$ cat src/rtl/uart_core_param_if.sv
`default_nettype none
// ============================================================================
// Module      : uart_core_param_if
// Description : TX handshake, serial lines and RX result bundle for the UART core.
// Revision    : 1.0 - initial release
// ============================================================================
interface uart_core_param_if #(
    parameter int DATA_BITS = 8
);
    logic                 tx_valid;
    logic [DATA_BITS-1:0] tx_data;
    logic                 tx_ready;
    logic                 tx_busy;
    logic                 txd;
    logic                 rxd;
    logic                 rx_valid;
    logic [DATA_BITS-1:0] rx_data;
    logic                 rx_parity_err;
    logic                 rx_frame_err;
    logic                 rx_overrun;

    modport slave (
        input  tx_valid, tx_data, rxd,
        output tx_ready, tx_busy, txd,
        output rx_valid, rx_data, rx_parity_err, rx_frame_err, rx_overrun
    );

    modport master (
        output tx_valid, tx_data, rxd,
        input  tx_ready, tx_busy, txd,
        input  rx_valid, rx_data, rx_parity_err, rx_frame_err, rx_overrun
    );
endinterface
`default_nettype wire

$ cat src/rtl/uart_core_param.sv
`default_nettype none
// ============================================================================
// Module      : uart_core_param
// Description : Parameterised UART transmitter/receiver sharing one oversample tick.
// Revision    : 1.0 - initial release
// ============================================================================
module uart_core_param #(
    parameter int DATA_BITS  = 8,
    parameter int PARITY_EN  = 0,
    parameter int PARITY_ODD = 0,
    parameter int STOP_BITS  = 1,
    parameter int OVERSAMPLE = 16,
    parameter int DIV_WIDTH  = 16
) (
    input  wire logic                 clock,
    input  wire logic                 reset,
    input  wire logic [DIV_WIDTH-1:0] baud_div,
    uart_core_param_if.slave          bus
);

    localparam int                  c_OS_W         = $clog2(OVERSAMPLE);
    localparam logic [c_OS_W-1:0]   c_OS_LAST      = c_OS_W'(OVERSAMPLE - 1);
    localparam logic [c_OS_W-1:0]   c_OS_HALF_LAST = c_OS_W'(OVERSAMPLE / 2 - 1);
    localparam logic [3:0]          c_DATA_LAST    = 4'(DATA_BITS - 1);
    localparam logic [3:0]          c_STOP_LAST    = 4'(STOP_BITS - 1);
    localparam logic                c_PAR_EN       = (PARITY_EN != 0);
    localparam logic                c_PAR_ODD      = (PARITY_ODD != 0);

    localparam logic [2:0] c_ST_IDLE   = 3'd0;
    localparam logic [2:0] c_ST_START  = 3'd1;
    localparam logic [2:0] c_ST_DATA   = 3'd2;
    localparam logic [2:0] c_ST_PARITY = 3'd3;
    localparam logic [2:0] c_ST_STOP   = 3'd4;

    // ------------------------------------------------------------------
    // Oversample tick; the divisor is re-latched only at wrap so a
    // mid-count change never produces a short period.
    // ------------------------------------------------------------------
    logic [DIV_WIDTH-1:0] r_tick_cnt;
    logic [DIV_WIDTH-1:0] r_div;
    logic                 w_os_tick;

    assign w_os_tick = (r_tick_cnt == r_div);

    always_ff @(posedge clock) begin
        if (reset) begin
            r_tick_cnt <= '0;
            r_div      <= baud_div;
        end else if (w_os_tick) begin
            r_tick_cnt <= '0;
            r_div      <= baud_div;
        end else begin
            r_tick_cnt <= r_tick_cnt + 1'b1;
        end
    end

    // ------------------------------------------------------------------
    // Transmitter
    // ------------------------------------------------------------------
    logic [2:0]           r_tx_state;
    logic [c_OS_W-1:0]    r_tx_os;
    logic [3:0]           r_tx_bit;
    logic [DATA_BITS-1:0] r_tx_shift;
    logic                 r_tx_par;
    logic                 r_txd;

    always_ff @(posedge clock) begin
        if (reset) begin
            r_tx_state <= c_ST_IDLE;
            r_tx_os    <= '0;
            r_tx_bit   <= '0;
            r_tx_shift <= '0;
            r_tx_par   <= 1'b0;
            r_txd      <= 1'b1;
        end else if (r_tx_state == c_ST_IDLE) begin
            if (bus.tx_valid) begin
                r_tx_shift <= bus.tx_data;
                r_tx_par   <= (^bus.tx_data) ^ c_PAR_ODD;
                r_tx_os    <= '0;
                r_txd      <= 1'b0;
                r_tx_state <= c_ST_START;
            end
        end else if (w_os_tick) begin
            if (r_tx_os != c_OS_LAST) begin
                r_tx_os <= r_tx_os + 1'b1;
            end else begin
                r_tx_os <= '0;
                // txd is loaded with the level of the bit being entered
                case (r_tx_state)
                    c_ST_START: begin
                        r_tx_bit   <= '0;
                        r_txd      <= r_tx_shift[0];
                        r_tx_state <= c_ST_DATA;
                    end
                    c_ST_DATA: begin
                        if (r_tx_bit == c_DATA_LAST) begin
                            r_tx_bit <= '0;
                            if (c_PAR_EN) begin
                                r_txd      <= r_tx_par;
                                r_tx_state <= c_ST_PARITY;
                            end else begin
                                r_txd      <= 1'b1;
                                r_tx_state <= c_ST_STOP;
                            end
                        end else begin
                            r_tx_bit   <= r_tx_bit + 1'b1;
                            r_tx_shift <= r_tx_shift >> 1;
                            r_txd      <= r_tx_shift[1];
                        end
                    end
                    c_ST_PARITY: begin
                        r_tx_bit   <= '0;
                        r_txd      <= 1'b1;
                        r_tx_state <= c_ST_STOP;
                    end
                    c_ST_STOP: begin
                        if (r_tx_bit == c_STOP_LAST) begin
                            r_tx_state <= c_ST_IDLE;
                        end else begin
                            r_tx_bit <= r_tx_bit + 1'b1;
                        end
                    end
                    default: begin
                        r_txd      <= 1'b1;
                        r_tx_state <= c_ST_IDLE;
                    end
                endcase
            end
        end
    end

    assign bus.txd      = r_txd;
    assign bus.tx_ready = (r_tx_state == c_ST_IDLE) && !reset;
    assign bus.tx_busy  = (r_tx_state != c_ST_IDLE);

    // ------------------------------------------------------------------
    // Receiver input synchroniser and falling-edge detect
    // ------------------------------------------------------------------
    logic r_rx_meta;
    logic r_rx_sync;
    logic r_rx_prev;
    logic w_rx_fall;

    always_ff @(posedge clock) begin
        if (reset) begin
            r_rx_meta <= 1'b1;
            r_rx_sync <= 1'b1;
            r_rx_prev <= 1'b1;
        end else begin
            r_rx_meta <= bus.rxd;
            r_rx_sync <= r_rx_meta;
            r_rx_prev <= r_rx_sync;
        end
    end

    assign w_rx_fall = r_rx_prev & ~r_rx_sync;

    // ------------------------------------------------------------------
    // Receiver
    // ------------------------------------------------------------------
    logic [2:0]           r_rx_state;
    logic [c_OS_W-1:0]    r_rx_os;
    logic [3:0]           r_rx_bit;
    logic [DATA_BITS-1:0] r_rx_shift;
    logic                 r_rx_par_bit;
    logic                 r_rx_valid;
    logic [DATA_BITS-1:0] r_rx_data;
    logic                 r_rx_perr;
    logic                 r_rx_ferr;

    always_ff @(posedge clock) begin
        if (reset) begin
            r_rx_state   <= c_ST_IDLE;
            r_rx_os      <= '0;
            r_rx_bit     <= '0;
            r_rx_shift   <= '0;
            r_rx_par_bit <= 1'b0;
            r_rx_valid   <= 1'b0;
            r_rx_data    <= '0;
            r_rx_perr    <= 1'b0;
            r_rx_ferr    <= 1'b0;
        end else begin
            r_rx_valid <= 1'b0;
            case (r_rx_state)
                c_ST_IDLE: begin
                    if (w_rx_fall) begin
                        r_rx_os    <= '0;
                        r_rx_state <= c_ST_START;
                    end
                end
                c_ST_START: begin
                    if (w_os_tick) begin
                        if (r_rx_os != c_OS_HALF_LAST) begin
                            r_rx_os <= r_rx_os + 1'b1;
                        end else begin
                            r_rx_os    <= '0;
                            r_rx_bit   <= '0;
                            // line high at the start-bit centre means a glitch
                            r_rx_state <= r_rx_sync ? c_ST_IDLE : c_ST_DATA;
                        end
                    end
                end
                default: begin
                    if (w_os_tick) begin
                        if (r_rx_os != c_OS_LAST) begin
                            r_rx_os <= r_rx_os + 1'b1;
                        end else begin
                            r_rx_os <= '0;
                            if (r_rx_state == c_ST_DATA) begin
                                r_rx_shift <= {r_rx_sync, r_rx_shift[DATA_BITS-1:1]};
                                if (r_rx_bit == c_DATA_LAST) begin
                                    r_rx_state <= c_PAR_EN ? c_ST_PARITY : c_ST_STOP;
                                end else begin
                                    r_rx_bit <= r_rx_bit + 1'b1;
                                end
                            end else if (r_rx_state == c_ST_PARITY) begin
                                r_rx_par_bit <= r_rx_sync;
                                r_rx_state   <= c_ST_STOP;
                            end else begin
                                r_rx_valid <= 1'b1;
                                r_rx_data  <= r_rx_shift;
                                r_rx_perr  <= c_PAR_EN &
                                              (((^r_rx_shift) ^ c_PAR_ODD) != r_rx_par_bit);
                                r_rx_ferr  <= ~r_rx_sync;
                                r_rx_state <= c_ST_IDLE;
                            end
                        end
                    end
                end
            endcase
        end
    end

    assign bus.rx_valid      = r_rx_valid;
    assign bus.rx_data       = r_rx_data;
    assign bus.rx_parity_err = r_rx_perr;
    assign bus.rx_frame_err  = r_rx_ferr;
    // No read-acknowledge exists yet, so overrun is reserved and tied low.
    assign bus.rx_overrun    = 1'b0;

endmodule
`default_nettype wire
$ cat src/flat_wrapper.sv
// flat-port wrapper written by rule: the top's interface ports become plain ports
module uart_core_param_flat 
#(
    parameter int DATA_BITS  = 8,
    parameter int PARITY_EN  = 0,
    parameter int PARITY_ODD = 0,
    parameter int STOP_BITS  = 1,
    parameter int OVERSAMPLE = 16,
    parameter int DIV_WIDTH  = 16
)
  (clock, reset, baud_div, bus_tx_valid, bus_tx_data, bus_rxd, bus_tx_ready, bus_tx_busy, bus_txd, bus_rx_valid, bus_rx_data, bus_rx_parity_err, bus_rx_frame_err, bus_rx_overrun);
  uart_core_param_if #(.DATA_BITS(DATA_BITS)) bus_i ();
  input  wire logic clock;
  input  wire logic reset;
  input  wire logic [DIV_WIDTH-1:0] baud_div;
  input wire logic [$bits(bus_i.tx_valid)-1:0] bus_tx_valid;
  input wire logic [$bits(bus_i.tx_data)-1:0] bus_tx_data;
  input wire logic [$bits(bus_i.rxd)-1:0] bus_rxd;
  output wire logic [$bits(bus_i.tx_ready)-1:0] bus_tx_ready;
  output wire logic [$bits(bus_i.tx_busy)-1:0] bus_tx_busy;
  output wire logic [$bits(bus_i.txd)-1:0] bus_txd;
  output wire logic [$bits(bus_i.rx_valid)-1:0] bus_rx_valid;
  output wire logic [$bits(bus_i.rx_data)-1:0] bus_rx_data;
  output wire logic [$bits(bus_i.rx_parity_err)-1:0] bus_rx_parity_err;
  output wire logic [$bits(bus_i.rx_frame_err)-1:0] bus_rx_frame_err;
  output wire logic [$bits(bus_i.rx_overrun)-1:0] bus_rx_overrun;
  assign bus_i.tx_valid = bus_tx_valid;
  assign bus_i.tx_data = bus_tx_data;
  assign bus_i.rxd = bus_rxd;
  assign bus_tx_ready = bus_i.tx_ready;
  assign bus_tx_busy = bus_i.tx_busy;
  assign bus_txd = bus_i.txd;
  assign bus_rx_valid = bus_i.rx_valid;
  assign bus_rx_data = bus_i.rx_data;
  assign bus_rx_parity_err = bus_i.rx_parity_err;
  assign bus_rx_frame_err = bus_i.rx_frame_err;
  assign bus_rx_overrun = bus_i.rx_overrun;
  uart_core_param #(.DATA_BITS(DATA_BITS), .PARITY_EN(PARITY_EN), .PARITY_ODD(PARITY_ODD), .STOP_BITS(STOP_BITS), .OVERSAMPLE(OVERSAMPLE), .DIV_WIDTH(DIV_WIDTH)) u_core (.clock(clock), .reset(reset), .baud_div(baud_div), .bus(bus_i));
endmodule
$ cat config.mk
export PLATFORM = sky130hd
export DESIGN_NAME = uart_core_param_flat
export DESIGN_NICKNAME = d
export VERILOG_FILES = /design/src/rtl/uart_core_param_if.sv /design/src/rtl/uart_core_param.sv /design/src/flat_wrapper.sv
export SDC_FILE = /design/constraint.sdc
export NUM_CORES = 1
export LEC_CHECK = 0
export BUFFER_PORTS_ARGS = -buffer_cell sky130_fd_sc_hd__clkbuf_2
export CORE_MARGIN = 2
export CORE_UTILIZATION = 35
export CTS_BUF_LIST = sky130_fd_sc_hd__clkbuf_4 sky130_fd_sc_hd__clkbuf_8
export DETAILED_ROUTE_END_ITERATION = 8
export MAX_ROUTING_LAYER = met4
export PLACE_DENSITY_LB_ADDON = 0.1
export SYNTH_ARGS = -nofsm -noshare
export SYNTH_HDL_FRONTEND = slang
export SYNTH_SLANG_ARGS = --single-unit
$ cat constraint.sdc
create_clock -name clock -period 3.8 [get_ports clock]
set_input_delay 0.19 -clock clock [delete_from_list [all_inputs] [get_ports clock]]
set_output_delay 0.19 -clock clock [all_outputs]
set_load 0.005 [all_outputs]
# After elaboration in Yosys (flattened, before gate mapping)
# Index checks and enable logic that the tools add are counted.
[word_totals] out_inout_bits=15 mem_count=0 mem_bits_rw=0 latch_bits=0 romBits=0 regBits=84 elab_cells=137
[classes] n_mux=52 order_cmp=0 n_bitwise=10 shift=0 addsub=5 n_eq_ne=27 n_reduce_logical=26 mul=0 n_div=0
[op_table] cell="$mux 4" count=17
[op_table] cell="$mux 8" count=6
[op_table] cell="$mux 3" count=14
[op_table] cell="$mux 16" count=2
[op_table] cell="$reduce_and 5->1" count=4
[op_table] cell="$add 16x1->16 const B" count=1
[op_table] cell="$add 4x1->4 const B" count=4
[op_table] cell="$eq 16x16->1" count=1
[op_table] cell="$pmux 4 s2" count=2
[op_table] cell="$ne 2x2->1 const B" count=7
[op_table] cell="$eq 3x2->1 const B" count=4
[op_table] cell="$ne 4x4->1 const B" count=3
[op_table] cell="$pmux 3 s4" count=1
[op_table] cell="$pmux 4 s3" count=1
[op_table] cell="$reduce_and 6->1" count=2
[op_table] cell="$reduce_bool 2->1" count=5
[op_table] cell="$not 1->1" count=9
[op_table] cell="$eq 4x3->1 const B" count=2
[op_table] cell="$reduce_and 4->1" count=2
[op_table] cell="$eq 3x1->1 const B" count=2
[op_table] cell="$logic_not 3->1" count=2
[op_table] cell="$mux 1" count=6
[op_table] cell="$ne 2x1->1 const B" count=3
[op_table] cell="$ne 3x1->1 const B" count=2
[op_table] cell="other kinds (15)" count=18

# Logic depth before layout (Yosys ltp)
[logic_depth] ltp_word=6 ltp_mapped=7 mapped_depth_nobuf=7

# Least setup slack after synthesis
# No wires, ideal clock.
[synth_path] path_kind="flip-flop to flip-flop" start="register u_core.r_div[15]" end="register u_core.r_div[0] (enable)" path_stages_with_launch=7 arrival_ps=1740 path_buffers=2 t_required_ps=3450 path_slack_ps=1710 synth_period_minus_slack_ps=2090 cell_sequence="edfxtp_1 -> xor2_1 -> nor4_1 -> nand4_1 -> buf_2 -> nand2_1 -> buf_2"
[synth_via] elab_chain_cells=2
[synth_lines] element="start: declaration" line_no="uart_core_param.sv:40" source="logic [DIV_WIDTH-1:0] r_div;"
[synth_lines] element="start signal: assignment" line_no="uart_core_param.sv:48" source="r_div <= baud_div;"
[synth_lines] element="start signal: assignment" line_no="uart_core_param.sv:51" source="r_div <= baud_div;"
[synth_lines] element="$eq 16x16->1" line_no="uart_core_param.sv:43" source="assign w_os_tick = (r_tick_cnt == r_div);"
[synth_lines] element="$reduce_bool 2->1 (no line)"
# Every way passes these cells.
# A chain may end at the register's enable or synchronous reset.

# Final worst setup path
[layout_path] start="register u_core.r_div[15]" end="register u_core.r_rx_data[1] (netlist: u_core.bus.rx_data[1])"
[layout_via] elab_chain_cells=2
[layout_lines] element="$eq 16x16->1" line_no="uart_core_param.sv:43"
[layout_lines] element="$reduce_and 5->1 (no line)"
[layout_lines] element="end signal: assignment" line_no="uart_core_param.sv:221" source="r_rx_data <= r_rx_shift;"
[layout_lines] element="end: declaration" line_no="uart_core_param.sv:167" source="logic [DATA_BITS-1:0] r_rx_data;"
# Every way passes these cells.

==> reports/qor.yml <==
synth_warnings: 0
viasPerCell: 5.00
critical_path.cell_chain: "xor2_1, nor4_1, and4_1, and3_1, mux2i_1"
io_buffers: 40
area_delta_synth_final_pct: 16.8
max_slew_margin_pct: 45.3
initial_core_util_pct: 36.0
grt_pass1_vias: 2944
routabilityCongestion: 0.765
synth_flop_cell: "dfxtp_1"
die_area_sq_um: 12000
synth_top_family_by_area: "simple AND/OR/NAND/NOR gates"
root_buffer: "clkbuf_8"
period_share_pct: 62.6
power_mw: 1.66
vias: 3048
grt_pass1_wl_microns: 13700
drtIter0Drc: 93
nets: 498
crit_path_end_kind: "register"
final_common_cell: "dfxtp_1"
critPathArrivalTime_ns: 2.67
synthAdderAreaFrac_pct: 1.92
fp.dieH_microns: 110
globalRouteOverflowTotal: 0
yosys.area_share.xor_xnor_pct: 6.74
skew_ns: 0.0102
slowest_delay_ns: 0.72
synth_top_area_share_pct: 34.9
wl_met3_microns: 256
syn_area_per_cell_sq_um: 9.42
setup.worst_path.class: "register to register"
dr.max_layer_used: "met4"
ir_drop_mv: 0.240
cts_tree: "yes"
grtUsageTotal_pct: 15.3
drive_above_1_share_pct: 16.6
cts_buffers: 9
firstDrtPassIters: 4
p_leak_nw: 1.77
synth_seq_cells: 84
synth_cell_types: 53
final.setup.worst_slack_ns: 1.42
hold_violations: 0
grt_max_degree: 41
instances_no_fill: 609
post-route-drc-count: 0
wl_microns: 8340
synth_area_leader_cell: "dfxtp_1"
netlist_top_cells_area: "dfxtp_1 (35%), edfxtp_1 (12%), mux2i_1 (5.6%)"
clock.fmax_mhz: 421
core_area_sq_um: 10800
fin_tns_setup_ns: 0
clk_latency_ns: 0.37
rows: 38
hold_path_class: "primary input to register"
layout_common_cells: "dfxtp_1 (68), nand2_1 (57), clkbuf_2 (40)"
worst_pin_slew_ns: 0.820
dpl.hpwl_microns: 5530
drv_cap: 0
path_buf_inv: 0
path_clk_slew_ns: 0.08
synthCells: 414
netlist_area_sq_um: 3900
drv_slew: 0
setup_viol: 0
drt-wirelength-per-cell_microns: 13.7
cp_top_family: "simple AND/OR/NAND/NOR gates"
synthSimpleGateAreaFrac_pct: 23.4
synthMuxAreaShare_pct: 7.96
pin_count: 43
crit_required_ns: 4.10
ys_seq_area_share_pct: 47.2
antenna_left: 0
die_x_microns: 110
crit_slowest_cell: "and4_1"
synth_edf_count: 16
status: "finished, final reports clean"
crit_path_max_fanout: 17
wl_met1_microns: 3970
wl_met2_microns: 3950
synth_async_sr_flop_share_pct: 0
htree_num_levels: 3
cts.sinks: 84
synth-compound-area-share_pct: 9.21
ctsResizeCount: 0
power_density_nw_per_um2: 364
cts.path.max_buffers: 2
diodes: 0
dp_slack_ns: 1.44
startpoint_type: "register"
period_needed_ns: 2.38
dp_cells: 576
rsz0062_at_grt: "false"
antenna_found_initial: 0
logic make-up (layout without fill, tap and decap cells):
group,Yosys count,after routing
buffers and inverters,32,86
AND/OR/NAND/NOR,177,177
flip-flops,84,84
multiplexers,30,30
other,1,2
adder cells (fa/ha/maj),6,6
AO/OA/AOI/OAI,54,54
XOR/XNOR,30,30
worst reg2reg max path, delay by kind of cell (launching register included):
family / cells / cell delay, ns
flops: 1 / 0.39
xor+xnor: 1 / 0.15
mux: 1 / 0.24
simple gates: 3 / 1.53
area by class of cell:
type	instances	area, sq um
clock buffers	12	153
clock inverters	4	25.0
fillers	1085	6280
inverters	9	33.8
multi-input cells	299	1930
flip-flops and latches	84	1840
well taps	140	175
repair buffers	61	400
state kept, by name, summed over array words and instances (netlist names):
name,count
u_core.r_tx_state,3
u_core.r_rx_sync,1
u_core.bus.txd,1
u_core.bus.rx_data,8
u_core.r_tx_bit,4
u_core.r_rx_meta,1
u_core.r_rx_os,4
u_core.r_rx_bit,4
u_core.r_tick_cnt,16
u_core.r_div,16
u_core.bus.rx_frame_err,1
u_core.r_rx_state,3
u_core.r_tx_os,4
u_core.r_tx_shift,8
u_core.bus.rx_valid,1
u_core.r_rx_shift,8
u_core.r_rx_prev,1
per-layer routing:
| metal | vias to the layer above | GRT usage (%) |
|---|---|---|
| met5 | - | - |
| met4 | 0 | 7.32 |
| met3 | 10 | 3.56 |
| met2 | 44 | 24.8 |
| met1 | 1436 | 18.0 |
| li1 | 1558 | - |
worst paths after layout:
| check | slack, ns | depth (start not counted) | endpoint | from |
|---|---|---|---|---|
| hold reg to reg | 0.42 | 1 | u_core.r_rx_sync | u_core.r_rx_meta |
| hold / removal | 0.06 | 3 | u_core.r_tx_shift[7] | bus_tx_data[7] |
| setup reg to reg | 1.42 | 5 | u_core.bus.rx_data[1] | u_core.r_div[15] |
| setup / recovery | 1.42 | 5 | u_core.bus.rx_data[1] | u_core.r_div[15] |
timing repair:
action | in CTS | in global routing
setup endpoints to repair | 0 | 0
setup buffers | 0 | 0
hold buffers | 17 | 0
endpoints found under the hold margin | 17 | 0
per-stage QoR:
| step | utilization (%) | area (sq um) | hold WS (ns) |
|---|---|---|---|
| 3_3_place_gp | 38.8 | 4210 | 0.367 |
| 6_report | 42.0 | 4560 | 0.0561 |
| 5_1_grt | 42.0 | 4560 | 0.0621 |
| 3_5_place_dp | 38.8 | 4210 | 0.369 |
| 4_1_cts | 42.0 | 4560 | 0.0470 |
| 2_1_floorplan | - | 3900 | 0.289 |
power breakdown:
part | internal, mW | switching [mW]
registers | 0.929 | 0.0156
logic | 0.0560 | 0.0644
clock network | 0.268 | 0.328
total | 1.25 | 0.408
cell usage after synthesis, types with 3 or more instances:
cell type / instances
a21oi_1: 20
a31oi_1: 3
and3_1: 7
and4_1: 3
buf_2: 5
clkbuf_1: 15
dfxtp_1: 68
edfxtp_1: 16
ha_1: 6
inv_1: 9
mux2_2: 8
mux2i_1: 22
nand2_1: 57
nand3_1: 18
nand3b_1: 7
nand4_1: 9
nor2_1: 33
nor2b_1: 10
nor3_1: 7
nor3b_1: 5
nor4_1: 4
nor4_2: 3
o211ai_1: 5
o21ai_0: 5
o31ai_1: 3
or2_2: 3
or4_1: 3
xnor2_1: 7
xor2_1: 23
Note: power is estimated with default switching activity, not from simulation.
